--- src/rtl/skin_binarization_pkg.sv ---
// Shared constants for the skin-colour classifier: default thresholds and mask values.
// Latency: n/a (package only).
// Backpressure: n/a; the pipeline is stalled only by the clock enable.
package skin_binarization_pkg;

   typedef logic [7:0] pix_t;

   // Default rule thresholds. Strict (>) or inclusive bounds are applied in the modules.
   localparam pix_t DEF_R_MIN       = 8'd95;
   localparam pix_t DEF_G_MIN       = 8'd40;
   localparam pix_t DEF_B_MIN       = 8'd20;
   localparam pix_t DEF_SPREAD_MIN  = 8'd15;
   localparam pix_t DEF_RG_DIFF_MIN = 8'd15;
   localparam pix_t DEF_CB_MIN      = 8'd77;
   localparam pix_t DEF_CB_MAX      = 8'd127;
   localparam pix_t DEF_CR_MIN      = 8'd133;
   localparam pix_t DEF_CR_MAX      = 8'd173;
   localparam pix_t DEF_H_MAX       = 8'd50;
   localparam pix_t DEF_S_MIN       = 8'd23;
   localparam pix_t DEF_S_MAX       = 8'd170;

   localparam pix_t SKIN_ON  = 8'hFF;
   localparam pix_t SKIN_OFF = 8'h00;

endpackage

--- src/rtl/skin_binarization_if.sv ---
// Pixel bus into and mask bus out of the skin classifier.
// Latency: n/a (wires only); outputs trail inputs by two ce-qualified edges.
// Backpressure: none; the source must honour the shared clock enable.
// Signals: de_in/hsync_in/vsync_in + R,G,B,H,S,Cb,Cr toward the classifier;
//          skin mask + de_out/hsync_out/vsync_out back from it.
interface skin_binarization_if;
   import skin_binarization_pkg::*;

   logic de_in;
   logic hsync_in;
   logic vsync_in;
   pix_t R;
   pix_t G;
   pix_t B;
   pix_t H;
   pix_t S;
   pix_t Cb;
   pix_t Cr;

   pix_t skin;
   logic de_out;
   logic hsync_out;
   logic vsync_out;

   // Video source / sink side
   modport master (
      output de_in, hsync_in, vsync_in, R, G, B, H, S, Cb, Cr,
      input  skin, de_out, hsync_out, vsync_out
   );

   // Classifier side
   modport slave (
      input  de_in, hsync_in, vsync_in, R, G, B, H, S, Cb, Cr,
      output skin, de_out, hsync_out, vsync_out
   );
endinterface

--- src/rtl/skin_rgb_rule.sv ---
// Combinational RGB skin test: per-channel floors, red dominance, channel spread and |R-G|.
// Latency: 0 cycles (pure combinational).
// Backpressure: none.
// Ports: r, g, b (8-bit unsigned) in; rgb_ok out.
module skin_rgb_rule
   import skin_binarization_pkg::*;
#(
   parameter pix_t R_MIN       = DEF_R_MIN,
   parameter pix_t G_MIN       = DEF_G_MIN,
   parameter pix_t B_MIN       = DEF_B_MIN,
   parameter pix_t SPREAD_MIN  = DEF_SPREAD_MIN,
   parameter pix_t RG_DIFF_MIN = DEF_RG_DIFF_MIN
) (
   input  pix_t r,
   input  pix_t g,
   input  pix_t b,
   output logic rgb_ok
);

   pix_t ch_max;
   pix_t ch_min;
   pix_t spread;
   pix_t rg_diff;

   always_comb begin
      ch_max = r;
      if (g > ch_max) ch_max = g;
      if (b > ch_max) ch_max = b;
      ch_min = r;
      if (g < ch_min) ch_min = g;
      if (b < ch_min) ch_min = b;
      // Ordered subtractions: larger minus smaller, so the 8-bit result never wraps.
      spread  = ch_max - ch_min;
      rg_diff = (r >= g) ? (r - g) : (g - r);
      rgb_ok  = (r > R_MIN) && (g > G_MIN) && (b > B_MIN) &&
                (r > g) && (r > b) &&
                (spread > SPREAD_MIN) && (rg_diff > RG_DIFF_MIN);
   end

endmodule

--- src/rtl/skin_binarization.sv ---
// Per-pixel skin classifier producing an 8-bit binary mask from RGB, CbCr and HS rules.
// Latency: 2 ce-qualified clk edges; de/hsync/vsync delayed by the same amount.
// Backpressure: none; ce=0 freezes every register and ignores the inputs.
// Ports: clk, rst_n (async active-low), ce; pix (slave modport) carries the pixel and timing
//        in and the skin mask plus delayed timing out.
module skin_binarization
   import skin_binarization_pkg::*;
#(
   parameter pix_t R_MIN       = DEF_R_MIN,
   parameter pix_t G_MIN       = DEF_G_MIN,
   parameter pix_t B_MIN       = DEF_B_MIN,
   parameter pix_t SPREAD_MIN  = DEF_SPREAD_MIN,
   parameter pix_t RG_DIFF_MIN = DEF_RG_DIFF_MIN,
   parameter pix_t CB_MIN      = DEF_CB_MIN,
   parameter pix_t CB_MAX      = DEF_CB_MAX,
   parameter pix_t CR_MIN      = DEF_CR_MIN,
   parameter pix_t CR_MAX      = DEF_CR_MAX,
   parameter pix_t H_MAX       = DEF_H_MAX,
   parameter pix_t S_MIN       = DEF_S_MIN,
   parameter pix_t S_MAX       = DEF_S_MAX
) (
   input  logic                 clk,
   input  logic                 rst_n,
   input  logic                 ce,
   skin_binarization_if.slave   pix
);

   logic rgb_ok_c;
   logic ycc_ok_c;
   logic hs_ok_c;

   logic rgb_ok_s1;
   logic ycc_ok_s1;
   logic hs_ok_s1;
   logic de_s1;
   logic hsync_s1;
   logic vsync_s1;

   pix_t skin_s2;
   logic de_s2;
   logic hsync_s2;
   logic vsync_s2;

   skin_rgb_rule #(
      .R_MIN       (R_MIN),
      .G_MIN       (G_MIN),
      .B_MIN       (B_MIN),
      .SPREAD_MIN  (SPREAD_MIN),
      .RG_DIFF_MIN (RG_DIFF_MIN)
   ) u_rgb_rule (
      .r      (pix.R),
      .g      (pix.G),
      .b      (pix.B),
      .rgb_ok (rgb_ok_c)
   );

   always_comb begin
      ycc_ok_c = (pix.Cb >= CB_MIN) && (pix.Cb <= CB_MAX) &&
                 (pix.Cr >= CR_MIN) && (pix.Cr <= CR_MAX);
      hs_ok_c  = (pix.H <= H_MAX) &&
                 (pix.S >= S_MIN) && (pix.S <= S_MAX);
   end

   always_ff @(posedge clk or negedge rst_n) begin
      if (!rst_n) begin
         rgb_ok_s1 <= 1'b0;
         ycc_ok_s1 <= 1'b0;
         hs_ok_s1  <= 1'b0;
         de_s1     <= 1'b0;
         hsync_s1  <= 1'b0;
         vsync_s1  <= 1'b0;
         skin_s2   <= SKIN_OFF;
         de_s2     <= 1'b0;
         hsync_s2  <= 1'b0;
         vsync_s2  <= 1'b0;
      end else if (ce) begin
         rgb_ok_s1 <= rgb_ok_c;
         ycc_ok_s1 <= ycc_ok_c;
         hs_ok_s1  <= hs_ok_c;
         de_s1     <= pix.de_in;
         hsync_s1  <= pix.hsync_in;
         vsync_s1  <= pix.vsync_in;
         // Gating with de forces the mask to zero during blanking.
         skin_s2   <= (rgb_ok_s1 && ycc_ok_s1 && hs_ok_s1 && de_s1) ? SKIN_ON : SKIN_OFF;
         de_s2     <= de_s1;
         hsync_s2  <= hsync_s1;
         vsync_s2  <= vsync_s1;
      end
   end

   assign pix.skin      = skin_s2;
   assign pix.de_out    = de_s2;
   assign pix.hsync_out = hsync_s2;
   assign pix.vsync_out = vsync_s2;

endmodule

--- src/flat_wrapper.sv ---
// flat-port wrapper written by rule: the top's interface ports become plain ports
module skin_binarization_flat import skin_binarization_pkg::*;
#(
   parameter pix_t R_MIN       = DEF_R_MIN,
   parameter pix_t G_MIN       = DEF_G_MIN,
   parameter pix_t B_MIN       = DEF_B_MIN,
   parameter pix_t SPREAD_MIN  = DEF_SPREAD_MIN,
   parameter pix_t RG_DIFF_MIN = DEF_RG_DIFF_MIN,
   parameter pix_t CB_MIN      = DEF_CB_MIN,
   parameter pix_t CB_MAX      = DEF_CB_MAX,
   parameter pix_t CR_MIN      = DEF_CR_MIN,
   parameter pix_t CR_MAX      = DEF_CR_MAX,
   parameter pix_t H_MAX       = DEF_H_MAX,
   parameter pix_t S_MIN       = DEF_S_MIN,
   parameter pix_t S_MAX       = DEF_S_MAX
)
  (clk, rst_n, ce, pix_de_in, pix_hsync_in, pix_vsync_in, pix_R, pix_G, pix_B, pix_H, pix_S, pix_Cb, pix_Cr, pix_skin, pix_de_out, pix_hsync_out, pix_vsync_out);
  skin_binarization_if pix_i ();
  input  logic clk;
  input  logic rst_n;
  input  logic ce;
  input wire logic [$bits(pix_i.de_in)-1:0] pix_de_in;
  input wire logic [$bits(pix_i.hsync_in)-1:0] pix_hsync_in;
  input wire logic [$bits(pix_i.vsync_in)-1:0] pix_vsync_in;
  input wire logic [$bits(pix_i.R)-1:0] pix_R;
  input wire logic [$bits(pix_i.G)-1:0] pix_G;
  input wire logic [$bits(pix_i.B)-1:0] pix_B;
  input wire logic [$bits(pix_i.H)-1:0] pix_H;
  input wire logic [$bits(pix_i.S)-1:0] pix_S;
  input wire logic [$bits(pix_i.Cb)-1:0] pix_Cb;
  input wire logic [$bits(pix_i.Cr)-1:0] pix_Cr;
  output wire logic [$bits(pix_i.skin)-1:0] pix_skin;
  output wire logic [$bits(pix_i.de_out)-1:0] pix_de_out;
  output wire logic [$bits(pix_i.hsync_out)-1:0] pix_hsync_out;
  output wire logic [$bits(pix_i.vsync_out)-1:0] pix_vsync_out;
  assign pix_i.de_in = pix_de_in;
  assign pix_i.hsync_in = pix_hsync_in;
  assign pix_i.vsync_in = pix_vsync_in;
  assign pix_i.R = pix_R;
  assign pix_i.G = pix_G;
  assign pix_i.B = pix_B;
  assign pix_i.H = pix_H;
  assign pix_i.S = pix_S;
  assign pix_i.Cb = pix_Cb;
  assign pix_i.Cr = pix_Cr;
  assign pix_skin = pix_i.skin;
  assign pix_de_out = pix_i.de_out;
  assign pix_hsync_out = pix_i.hsync_out;
  assign pix_vsync_out = pix_i.vsync_out;
  skin_binarization #(.R_MIN(R_MIN), .G_MIN(G_MIN), .B_MIN(B_MIN), .SPREAD_MIN(SPREAD_MIN), .RG_DIFF_MIN(RG_DIFF_MIN), .CB_MIN(CB_MIN), .CB_MAX(CB_MAX), .CR_MIN(CR_MIN), .CR_MAX(CR_MAX), .H_MAX(H_MAX), .S_MIN(S_MIN), .S_MAX(S_MAX)) u_core (.clk(clk), .rst_n(rst_n), .ce(ce), .pix(pix_i));
endmodule
--- config.mk ---
export PLATFORM = sky130hd
export DESIGN_NAME = skin_binarization_flat
export DESIGN_NICKNAME = d
export VERILOG_FILES = /design/src/rtl/skin_binarization_pkg.sv /design/src/rtl/skin_binarization_if.sv /design/src/rtl/skin_rgb_rule.sv /design/src/rtl/skin_binarization.sv /design/src/flat_wrapper.sv
export SDC_FILE = /design/constraint.sdc
export NUM_CORES = 1
export LEC_CHECK = 0
export CAP_MARGIN = 20
export CORE_AREA = 2 2 76 78
export DETAILED_ROUTE_END_ITERATION = 10
export DIE_AREA = 0 0 78 80
export GPL_TIMING_DRIVEN = 0
export PLACE_DENSITY = 0.86
export SYNTH_ARGS = -nofsm -noshare
export SYNTH_HDL_FRONTEND = slang
export SYNTH_SLANG_ARGS = --single-unit
export TNS_END_PERCENT = 30
--- constraint.sdc ---
create_clock -name clk -period 1.48 [get_ports clk]
set_input_delay 0.148 -clock clk [delete_from_list [all_inputs] [get_ports clk]]
set_output_delay 0.148 -clock clk [all_outputs]
set_load 0.02 [all_outputs]
Yosys cells after proc, flatten, opt, wreduce, memory -nomap -nowiden
Cells that the tools add are included.
{"block": "word_totals", "elab_cells": 52, "mem_count": 0, "out_inout_bits": 11, "regBits": 17, "latchBits": 0, "mem_bits_ro": 0, "ram_bits": 0}
{"block": "op_classes", "n_lt_le_gt_ge": 19, "multipliers": 0, "n_eq_ne": 0, "muxes": 6, "shift": 0, "n_div": 0, "n_addsub": 3, "n_bitwise": 0, "reduce_logical": 14}
{"operator": "8-bit 2-to-1 mux", "n": 6}
{"operator": "8-bit > comparator", "n": 4}
{"operator": "8-bit subtractor", "n": 3}
{"operator": "8-bit by 4-bit > comparator with 1-bit output (second input constant)", "n": 2}
{"operator": "8-bit <= comparator (second input constant)", "n": 2}
{"operator": "8-bit less-than comparator", "n": 2}
{"operator": "1-bit logical AND", "n": 14}
{"operator": "8-bit by 5-bit >= comparator with 1-bit output (second input constant)", "n": 1}
{"operator": "8-bit by 7-bit >= comparator with 1-bit output (second input constant)", "n": 1}
{"operator": "8-bit >= comparator", "n": 1}
{"operator": "8-bit >= comparator (second input constant)", "n": 1}
{"operator": "8-bit by 5-bit > comparator with 1-bit output (second input constant)", "n": 1}
{"operator": "8-bit by 6-bit > comparator with 1-bit output (second input constant)", "n": 1}
{"operator": "8-bit by 7-bit > comparator with 1-bit output (second input constant)", "n": 1}
{"operator": "8-bit by 6-bit <= comparator with 1-bit output (second input constant)", "n": 1}
{"operator": "8-bit by 7-bit <= comparator with 1-bit output (second input constant)", "n": 1}

Logic depth before layout (Yosys ltp)
Gate-level depths: netlist of the first run.
{"block": "depth", "ltp_word": 8, "mapped_depth": 28, "ltp_nobuf": 27}

Cells and area by module
Synthesis of the first run repeated with hierarchy kept, for this count alone.
{"block": "hier_totals", "hier_cells": 319, "area_unflattened_um2": 2483.6}
{"module": "skin_rgb_rule", "cells_per_inst": 267, "instances": 1, "area_per_inst_um2": 1926.8}
{"module": "skin_binarization", "cells_per_inst": 52, "instances": 1, "area_per_inst_um2": 556.8}

Worst setup path before layout of the first run
No wires, ideal clock.
{"block": "synth_timing", "path_kind": "input to register", "startpoint": "in pix_G[0]", "endpoint": "reg u_core.rgb_ok_s1", "setup_time_ns": 0.134, "path_slack_ns": -3.587, "path_stages": 26, "arrival_ns": 4.933, "path_cell_list": "inv_1 ha_1 inv_1 fa_1 nand3_1 a21oi_4 nor2_1 clkbuf_1 a21oi_1 ha_1 o21ai_0 nand2b_1 a21oi_1 or3_1 o21ai_0 clkbuf_1 o21ai_0 ha_1 nor2b_1 o21a_1 or4_1 a21o_1 a2bb2oi_1 nand2_1 nor4_1 a211oi_2"}
{"block": "synth_via", "elab_chain_len": 8, "word_cells_on_any_way": 23, "cone_classes": "3 x add/sub; 9 x order compare; 5 x mux; 6 x reduce/logical"}
{"item": "from (decl)", "line": "flat_wrapper.sv:26", "text": "input wire logic [$bits(pix_i.G)-1:0] pix_G;"}
{"item": "8-bit > comparator / 8-bit less-than comparator (equally long branches)", "line": "skin_rgb_rule.sv:27, skin_rgb_rule.sv:30"}
{"item": "8-bit 2-to-1 mux, on equally long branches", "line": "skin_rgb_rule.sv:27, skin_rgb_rule.sv:30"}
{"item": "8-bit > comparator / 8-bit less-than comparator (equally long branches)", "line": "skin_rgb_rule.sv:28, skin_rgb_rule.sv:31"}
{"item": "8-bit 2-to-1 mux, on equally long branches", "line": "skin_rgb_rule.sv:28, skin_rgb_rule.sv:31"}
{"item": "8-bit subtractor", "line": "skin_rgb_rule.sv:33", "text": "spread = ch_max - ch_min;"}
{"item": "8-bit by 4-bit > comparator with 1-bit output", "line": "skin_rgb_rule.sv:37", "text": "(spread > SPREAD_MIN) && (rg_diff > RG_DIFF_MIN);"}
{"item": "1-bit logical AND", "line": "skin_rgb_rule.sv:36", "text": "(r > g) && (r > b) &&"}
{"item": "1-bit logical AND (*)", "line": "skin_rgb_rule.sv:37"}
{"item": "to (signal assigned)", "line": "skin_binarization.sv:77", "text": "rgb_ok_s1 <= rgb_ok_c;"}
{"item": "to (decl)", "line": "skin_binarization.sv:32", "text": "logic rgb_ok_s1;"}
Every way passes the cells marked *; elsewhere a longest branch is shown, timed or not.
A chain may end at the register's enable or synchronous reset.

Final worst setup path of the first run
{"block": "layout_timing", "startpoint": "in pix_G[5]", "endpoint": "reg u_core.rgb_ok_s1"}
Same word-level chain as after synthesis.

==> results of run 1 <==
==> sequential cells by signal, summed over array words and instances, names as in the netlist <==
register and count:
u_core.pix.hsync_out 1, u_core.ycc_ok_s1 1, u_core.de_s1 1, u_core.pix.vsync_out 1, u_core.hs_ok_s1 1, u_core.hsync_s1 1, u_core.pix.de_out 1, u_core.rgb_ok_s1 1
u_core.vsync_s1 1, u_core.pix.skin 1
==> worst max-delay path by stage <==
stage             start                            to  slack [ps]  cells past startpoint
2_1_floorplan  pix_G[0]  u_core.rgb_ok_s1$_DFFE_PN0P_       -2880                     27
3_3_place_gp   pix_G[0]  u_core.rgb_ok_s1$_DFFE_PN0P_       -3970                     28
3_5_place_dp   pix_G[0]  u_core.rgb_ok_s1$_DFFE_PN0P_       -4020                     27
4_1_cts        pix_G[0]  u_core.rgb_ok_s1$_DFFE_PN0P_       -2910                     28
5_1_grt        pix_R[6]  u_core.rgb_ok_s1$_DFFE_PN0P_       -3310                     24
6_report       pix_G[5]  u_core.rgb_ok_s1$_DFFE_PN0P_       -3080                     26
==> metrics by stage <==
step	total power (W)	worst slack (ps)	hold slack [ps]
2_1_floorplan	0.00163	-2880	-148
3_3_place_gp	0.00208	-3970	480
3_5_place_dp	0.00216	-4020	481
4_1_cts	0.00286	-2910	232
5_1_grt	0.00325	-3310	264
6_report	0.00303	-3080	223
==> cell families after synthesis <==
group	Yosys count
buf+inv	50
compound gates	125
simple gates	94
mux	12
fa+ha+maj	50
xor+xnor	2
flops	10
==> cell usage after synthesis, drive strengths merged (2+ instances only) <==
cell type	n
a2111oi	3
a211oi	4
a21o	7
a21oi	47
a311oi	3
a31oi	3
and2	3
and3	3
buf	11
clkbuf	4
dfrtp	10
fa	3
ha	47
inv	35
mux2	8
mux2i	4
nand2	19
nand2b	4
nand3	7
nand4	7
nor2	26
nor2b	6
nor3	4
nor3b	3
nor4	3
o2111a	2
o2111ai	2
o211a	2
o211ai	4
o21a	8
o21ai	25
o21bai	2
o22a	2
o22ai	2
or3	3
==> cell type report <==
type / instances / area, sq um / area share [%]
repair buffers: 117 / 981 / 23.4
flip-flops and latches: 10 / 251 / 5.99
multi-input cells: 283 / 2530 / 60.3
inverters: 35 / 146 / 3.49
well taps: 72 / 90.1 / 2.15
plain buffers: 14 / 140 / 3.34
clock buffers: 4 / 55.1 / 1.31
==> metal layers <==
layer  up-vias  GRT usage (%)  share of wire [%]  routed length [um]
li1       1508              -                  -                   -
met1      1522           32.6                 39                3690
met2       180           56.9                 50                4700
met3        38           5.32                8.0                 760
met4         0           11.6                3.4                 318
met5         -              0                  0                   0
==> power breakdown <==
group          switching [W]  internal (W)  total (W)
Clock               0.000112      0.000234   0.000346
Combinational        0.00121       0.00116    0.00237
Sequential         0.0000176      0.000302   0.000320
Total                0.00134       0.00170    0.00303
==> what timing repair did <==
action,4_1_cts,5_1_grt
setup endpoints to repair,9,8
gates cloned,1,0
gates resized for setup,115,16
endpoints found under the hold margin,0,0
buffers inserted,41,3
pin swaps,31,10
==> impl_metrics.py, run 1 <==
metrics = {
    "run_status": {
        "outcome": "complete, but fails checks",
        "violations": "negative setup slack",
    },
    "yosys": {
        "syn_avg_cell_area_sq_um": 7.76,
        "synth.distinct_cells": 71,
        "async_flop_share_pct": 100,
        "synth_fa_ha_area_share_pct": 24.3,
        "synth_top_area_share_pct": 22.1,
        "yosys.area_share.xor_xnor_pct": 0.658,
        "synth_ff_type": "dfrtp_1",
        "synth_compound_area_share_pct": 33.0,
        "syn_inst": 343,
        "synth_top_cell_by_area": "ha_1",
        "ys_seq_area_share_pct": 9.40,
        "synth_area_leaders": "ha_1, dfrtp_1, a21oi_1",
        "ys_ff_latch": 10,
        "synthSimpleGateAreaFrac_pct": 18.8,
        "ys.warnings.count": 0,
        "synth_top_family_by_area": "compound AO/OA/AOI/OAI gates",
        "synth_edf_count": 0,
        "synthMuxAreaShare_pct": 5.17,
        "synthesis.nets": 455,
        "syn_area_sq_um": 2660,
    },
    "cts": {
        "clock_latency_ps": 240,
        "cts_tree": "built",
        "htreeDepth": 1,
        "holdBufCountCts": 0,
        "cts.path.max_buffers": 2,
        "cts.sinks": 10,
        "clock-root-buffer": "clkbuf_8",
        "cts_buffers": 3,
        "cts.clk_slew.worst_paths_ps": 50,
    },
    "setup_path": {
        "worstPathArrival_ps": 4680,
        "crit_fanout": 8,
        "critPathBufInv": 6,
        "ff2ff_setup_slack_ps": 340,
        "crit_family": "compound AO/OA/AOI/OAI gates",
        "r2r-start": "u_core.rgb_ok_s1$_DFFE_PN0P_",
        "rr_worst_depth": 3,
        "cp_slowest_cell": "or4_1",
        "crit_type": "in2reg",
        "r2r_end": "u_core.rgb_ok_s1$_DFFE_PN0P_",
        "critPathLaunchType": "primary input",
        "worstPathRequired_ps": 1600,
        "slowest_delay_ps": 480,
        "cp-end-kind": "register",
    },
    "global_route": {
        "antenna_found_initial": 0,
        "grt_start_max_net_pins": 11,
        "track_usage_pct": 29.9,
        "grt_pass1_wl_um": 15100,
        "overflow": 0,
        "grt_pass1_vias": 3315,
    },
    "placement": {
        "gp_congestion": 0.965,
        "hpwl_um": 6760,
        "postPlaceCellArea_sq_um": 3700,
        "port-buffer-count": 72,
        "dp.cells": 487,
    },
    "sta": {
        "tightest_slew_ps": 965,
        "fin_crit_ps": 4560,
        "max_freq_ghz": 0.219,
        "finalHoldViolCount": 0,
        "rsz0062_at_grt": "true",
        "drv_slew": 0,
        "max_slew_margin_pct": 34.0,
        "timing.final.crit_share_pct": 308,
        "layout_setup_ws_ps": -3080,
        "clock_skew_ps": 0.533,
        "setup_viol": 1,
        "finalSetupTns_ps": -3080,
    },
    "cells_and_area": {
        "design_area_sq_um": 4200,
        "final_cell_mix": "buf_4, clkdlybuf4s50_1, ha_1",
        "utilization_pct": 77.6,
        "final_cells": 535,
        "syn2layout_area_growth_pct": 57.6,
        "drive_above_1_share_pct": 36.7,
        "fin_nets": 576,
        "fill_cells": 348,
        "mostFrequentLayoutCell": "buf_4",
        "n_antenna_cell": 0,
    },
    "floorplan": {
        "core_sq_um": 5410,
        "die_area_sq_um": 6240,
        "row_count": 27,
        "die_w_um": 78,
        "num_io_pins": 73,
        "initial_core_util_pct": 49.3,
        "die_y_um": 80,
    },
    "route": {
        "vias": 3248,
        "routed_wirelength_um": 9470,
        "wire_per_inst_um": 17.7,
        "first_iter_violations": 265,
        "viasPerCell": 6.07,
        "ant_nets": 0,
        "drt_pre_antenna_iters": 5,
        "drc": 0,
    },
    "job": {
        "max_cap_violations": 0,
    },
    "power_and_ir_drop": {
        "p_leak_nw": 1.83,
        "power_density_nw_per_um2": 723,
        "irDropWorstVdd_v": 0.000435,
    },
    "hold_path": {
        "min_path_type": "in2async",
    },
}
No activity file was read; power rests on OpenSTA's default activity.
==> inputs of run 2 (changes only) <==
--- a/config.mk
+++ b/config.mk
@@ -9,9 +9,10 @@
 export CORE_AREA = 2 2 76 78
 export DETAILED_ROUTE_END_ITERATION = 10
 export DIE_AREA = 0 0 78 80
+export GPL_ROUTABILITY_DRIVEN = 0
 export GPL_TIMING_DRIVEN = 0
 export PLACE_DENSITY = 0.86
 export SYNTH_ARGS = -nofsm -noshare
 export SYNTH_HDL_FRONTEND = slang
 export SYNTH_SLANG_ARGS = --single-unit
-export TNS_END_PERCENT = 30
+export TNS_END_PERCENT = 5
==> run 2 against run 1 <==
Against the previous run:
- the flow still finishes with violations (negative setup slack)
- count of clock-buffer cells in the layout did not move
- core utilization rose by 2.2 points
- clock skew rose by 1.2 ps
- largest power group unchanged
==> impl_metrics.py, run 2 (same netlist as run 1, synthesis figures left out) <==
metrics = {
    "cts": {
        "holdBufCountCts": 0,
        "cts.clk_slew.worst_paths_ps": 50,
        "cts.sinks": 10,
        "htreeDepth": 1,
        "cts_tree": "built",
        "cts.path.max_buffers": 2,
        "clock_latency_ps": 240,
        "cts_buffers": 3,
        "clock-root-buffer": "clkbuf_8",
    },
    "cells_and_area": {
        "mostFrequentLayoutCell": "buf_4",
        "multi_input_area_sq_um": 2590,
        "seq_area_sq_um": 251,
        "drive_above_1_share_pct": 40.4,
        "fill_cells": 331,
        "syn2layout_area_growth_pct": 62.1,
        "final_cell_mix": "buf_4, clkdlybuf4s50_1, ha_1",
        "fin_nets": 581,
        "n_antenna_cell": 0,
    },
    "route": {
        "ant_nets": 0,
        "routed_wirelength_um": 10300,
        "vias": 3380,
        "wire_per_inst_um": 19.0,
        "drc": 0,
        "viasPerCell": 6.26,
        "first_iter_violations": 252,
        "drt_pre_antenna_iters": 7,
    },
    "floorplan": {
        "initial_core_util_pct": 49.3,
        "die_area_sq_um": 6240,
        "core_sq_um": 5410,
        "row_count": 27,
        "die_w_um": 78,
        "num_io_pins": 73,
        "die_y_um": 80,
    },
    "global_route": {
        "grt_pass1_wl_um": 15000,
        "grt_start_max_net_pins": 11,
        "track_usage_pct": 29.8,
        "grt_pass1_vias": 3291,
        "overflow": 0,
        "antenna_found_initial": 0,
    },
    "sta": {
        "max_slew_margin_pct": 50.1,
        "finalSetupTns_ps": -3160,
        "fin_hold_ws_ps": 224,
        "drv_slew": 0,
        "fin_crit_ps": 4640,
        "layout_setup_ws_ps": -3160,
        "max_freq_ghz": 0.216,
        "finalHoldViolCount": 0,
        "rsz0062_at_grt": "true",
        "timing.final.crit_share_pct": 314,
        "clock_skew_ps": 1.70,
        "setup_viol": 1,
        "tightest_slew_ps": 729,
    },
    "setup_path": {
        "crit_type": "in2reg",
        "startpoint": "pix_R[4]",
        "crit_fanout": 5,
        "cp_slowest_cell": "or4_1",
        "r2r-start": "u_core.rgb_ok_s1$_DFFE_PN0P_",
        "worstPathRequired_ps": 1590,
        "worstPathArrival_ps": 4750,
        "cp-endpoint": "u_core.rgb_ok_s1$_DFFE_PN0P_",
        "rr_worst_depth": 3,
        "critPathLaunchType": "primary input",
        "slowest_delay_ps": 480,
        "cp-end-kind": "register",
        "r2r_end": "u_core.rgb_ok_s1$_DFFE_PN0P_",
        "ff2ff_setup_slack_ps": 290,
    },
    "power_and_ir_drop": {
        "power_w": 0.00311,
        "power_density_nw_per_um2": 721,
        "irDropWorstVdd_v": 0.000475,
        "p_leak_nw": 1.89,
    },
    "run_status": {
        "violations": "negative setup slack",
        "outcome": "complete, but fails checks",
    },
    "placement": {
        "port-buffer-count": 72,
        "hpwl_um": 6750,
        "place_ws_ps": -4130,
    },
    "job": {
        "max_cap_violations": 0,
    },
    "hold_path": {
        "min_path_type": "in2async",
    },
}
[run 2: metrics by stage]
step                std cells  instance area [sq um]  util [%]
floorplan                 343                   2890         -
global placement          487                   3700      68.4
detailed placement        487                   3700      68.4
CTS                       526                   4110      76.0
global route              540                   4320      79.9
finish                    540                   4320      79.9
[run 2: how the worst min path moves through the flow]
stage / start / end / slack (ps) / cells after the start
2_1_floorplan: rst_n / u_core.de_s1$_DFFE_PN0P_ / -150 / 0
3_5_place_dp: rst_n / u_core.pix.vsync_out$_DFFE_PN0P_ / 490 / 1
6_report: rst_n / u_core.pix.de_out$_DFFE_PN0P_ / 220 / 1
5_1_grt: rst_n / u_core.pix.de_out$_DFFE_PN0P_ / 260 / 1
3_3_place_gp: rst_n / u_core.pix.vsync_out$_DFFE_PN0P_ / 480 / 1
4_1_cts: rst_n / u_core.vsync_s1$_DFFE_PN0P_ / 250 / 1
[run 2: timing repair]
action / in CTS / in global routing
cloned: 2 / 0
resized for setup: 120 / 38
setup buffers: 34 / 14
hold endpoints to repair: 0 / 0
endpoints found under the setup margin: 9 / 9
pin swaps: 33 / 19
[run 2: cell type report]
class | instances | share of cell area (%)
Clock buffer | 4 | 1.28
Tap cell | 72 | 2.09
Sequential cell | 10 | 5.83
Multi-Input combinational cell | 283 | 60.0
Timing Repair Buffer | 122 | 24.1
Buffer | 14 | 3.33
Inverter | 35 | 3.39
[run 2: layer usage]
metal | vias up | global-route usage, % | share of wire, %
li1 | 1518 | - | -
met3 | 57 | 3.96 | 8.4
met4 | 0 | 14.9 | 4.7
met2 | 245 | 55.4 | 49
met5 | - | 0 | 0
met1 | 1560 | 33.1 | 38
[run 2: report_power, final]
| group | internal [W] | switching, W | total (W) |
|---|---|---|---|
| logic | 0.00119 | 0.00124 | 0.00244 |
| clock network | 0.000235 | 0.000122 | 0.000357 |
| registers | 0.000302 | 0.0000193 | 0.000321 |
[run 2: critical path: cells and delay by family]
| kind | cells | cell delay (ps) |
|---|---|---|
| AOI/OAI and AO/OA | 11 | 1790 |
| adders and majority gates | 4 | 920 |
| and+or+nand+nor | 6 | 1300 |
| buffers and inverters | 4 | 580 |
==> inputs of run 3 (changes only) <==
--- a/config.mk
+++ b/config.mk
@@ -6,12 +6,13 @@
 export NUM_CORES = 1
 export LEC_CHECK = 0
 export CAP_MARGIN = 20
-export CORE_AREA = 2 2 76 78
+export CORE_AREA = 2 2 85 87
+export CTS_CLUSTER_SIZE = 40
 export DETAILED_ROUTE_END_ITERATION = 10
-export DIE_AREA = 0 0 78 80
+export DIE_AREA = 0 0 87 89
 export GPL_ROUTABILITY_DRIVEN = 0
 export GPL_TIMING_DRIVEN = 0
-export PLACE_DENSITY = 0.86
+export PLACE_DENSITY = 0.74
 export SYNTH_ARGS = -nofsm -noshare
 export SYNTH_HDL_FRONTEND = slang
 export SYNTH_SLANG_ARGS = --single-unit
==> constraint.sdc (replaced) <==
create_clock -name clk -period 4 [get_ports clk]
set_input_delay 0.4 -clock clk [delete_from_list [all_inputs] [get_ports clk]]
set_output_delay 0.4 -clock clk [all_outputs]
set_load 0.02 [all_outputs]
==> run 3 against run 2 <==
Against the previous run:
- the run still ends with negative setup slack left
- clock skew about the same
- worst hold slack better by 260 ps
- non-clock buffer count up 22
- highest routed layer unchanged
- core utilization down 14 points
- via count down 2.7%
- critical endpoint unchanged
- sequential power down 63%
- cell count up 5.4%
- largest power group unchanged
- count of clock-buffer cells in the layout down 1
- die area up 24%
==> impl_metrics.py, run 3 (same netlist as run 1, synthesis figures left out) <==
metrics = {
    "sta": {
        "max_freq_ghz": 0.204,
        "drv_slew": 0,
        "max_slew_margin_pct": 48.8,
        "timing.final.crit_share_pct": 122,
        "rsz0062_at_grt": "true",
        "setup_viol": 1,
        "finalHoldViolCount": 0,
        "fin_crit_ps": 4900,
        "fin_hold_ws_ps": 488,
        "tightest_slew_ps": 749,
        "clock_skew_ps": 1.94,
        "layout_setup_ws_ps": -899,
    },
    "placement": {
        "hpwl_um": 6530,
        "postPlaceCellArea_sq_um": 3710,
        "port-buffer-count": 72,
    },
    "cells_and_area": {
        "n_antenna_cell": 0,
        "utilization_pct": 65.7,
        "design_area_sq_um": 4410,
        "mostFrequentLayoutCell": "buf_4",
        "fin_nets": 603,
        "syn2layout_area_growth_pct": 65.7,
        "drive_above_1_share_pct": 39.5,
        "fill_cells": 516,
        "final_cell_mix": "buf_4, clkdlybuf4s50_1, ha_1",
    },
    "floorplan": {
        "num_io_pins": 73,
        "row_count": 30,
        "die_area_sq_um": 7740,
        "die_y_um": 89,
        "core_sq_um": 6720,
        "die_w_um": 87,
        "initial_core_util_pct": 39.6,
    },
    "job": {
        "max_cap_violations": 0,
    },
    "cts": {
        "cts.path.max_buffers": 2,
        "htreeDepth": 1,
        "cts.clk_slew.worst_paths_ps": 40,
        "cts_tree": "built",
        "holdBufCountCts": 0,
        "clock_latency_ps": 230,
        "cts.sinks": 10,
        "clock-root-buffer": "clkbuf_8",
        "cts_buffers": 3,
    },
    "route": {
        "wire_per_inst_um": 17.1,
        "routed_wirelength_um": 9730,
        "viasPerCell": 5.78,
        "ant_nets": 0,
        "drt_pre_antenna_iters": 5,
        "first_iter_violations": 177,
        "drc": 0,
        "vias": 3288,
    },
    "global_route": {
        "grt_pass1_vias": 3295,
        "grt_start_max_net_pins": 11,
        "antenna_found_initial": 0,
        "track_usage_pct": 24.8,
        "grt_pass1_wl_um": 15400,
        "overflow": 0,
    },
    "run_status": {
        "outcome": "complete, but fails checks",
        "violations": "negative setup slack",
    },
    "power_and_ir_drop": {
        "p_leak_nw": 1.93,
        "power_density_nw_per_um2": 260,
        "irDropWorstVdd_v": 0.000152,
    },
    "setup_path": {
        "startpoint": "pix_G[3]",
        "slowest_delay_ps": 310,
        "crit_type": "in2reg",
        "worstPathRequired_ps": 4140,
        "crit_fanout": 6,
        "cp-end-kind": "register",
        "worstPathArrival_ps": 5030,
        "cp_slowest_cell": "mux2i_4",
        "r2r-start": "u_core.rgb_ok_s1$_DFFE_PN0P_",
        "crit_top_cell": "buf_4",
        "critPathLaunchType": "primary input",
    },
    "hold_path": {
        "min_path_type": "in2async",
    },
}
==> run 3: cell count changes in the layout (fill, tap and decap cells not counted), moves of 4 or more <==
| cell | before | now |
|---|---|---|
| buf_4 | 65 | 80 |
| clkdlybuf4s50_1 | 48 | 56 |
| a21oi_1 | 26 | 30 |
| nor2_1 | 18 | 22 |
==> run 3: worst max-delay path, delay by kind of cell <==
| family | cells | cell delay, ps |
|---|---|---|
| compound gates | 2 | 300 |
| fa+ha+maj | 1 | 260 |
| xor+xnor | 1 | 150 |
| mux | 1 | 310 |
| buf+inv | 24 | 2850 |
| simple gates | 4 | 750 |
==> run 3: stage by stage <==
step           total power, W  cells  setup slack [ps]  TNS [ps]
2_1_floorplan        0.000603    343              -608      -608
3_3_place_gp         0.000773    495             -1680     -1680
3_5_place_dp         0.000790    495             -1730     -1730
4_1_cts               0.00103    564              -704      -704
5_1_grt               0.00123    569              -959      -959
6_report              0.00115    569              -899      -899
==> run 3: report_power, final <==
part           internal (W)  leakage, nW  switching (W)
Sequential         0.000112        0.125     0.00000639
Combinational      0.000465         1.78       0.000464
Clock             0.0000655       0.0216      0.0000344
Total              0.000642         1.93       0.000505
==> run 3: layer usage <==
metal | GRT usage (%) | vias up | wire length [um]
met5 | 0 | - | 0
met4 | 9.94 | 0 | 372
met3 | 3.69 | 40 | 726
met2 | 44.6 | 157 | 4580
met1 | 29.7 | 1535 | 4050
li1 | - | 1556 | -
==> run 3: worst paths after layout <==
check	endpoint	slack, ps	cells past startpoint
max reg2reg	u_core.rgb_ok_s1$_DFFE_PN0P_	2690	3
min	u_core.hs_ok_s1$_DFFE_PN0P_	490	1
max in group asynchronous	u_core.pix.hsync_out$_DFFE_PN0P_	3200	1
min reg2reg	u_core.vsync_s1$_DFFE_PN0P_	500	1
min in group clk	u_core.vsync_s1$_DFFE_PN0P_	500	1
max	u_core.rgb_ok_s1$_DFFE_PN0P_	-900	33
==> run 3: timing repair <==
| action | in CTS | in global routing |
|---|---|---|
| resized for setup | 89 | 34 |
| pin swaps | 32 | 22 |
| gates cloned | 1 | 0 |
| setup endpoints to repair | 1 | 1 |
| buffers inserted | 67 | 5 |
==> run 3: cell type report <==
class | count | area, sq um | share of cell area (%)
repair buffers | 145 | 1220 | 27.6
multi-input cells | 283 | 2540 | 57.5
clock buffers | 3 | 41.3 | 0.936
plain buffers | 13 | 124 | 2.81
flip-flops and latches | 10 | 250 | 5.67
inverters | 35 | 144 | 3.26
well taps | 80 | 100 | 2.27
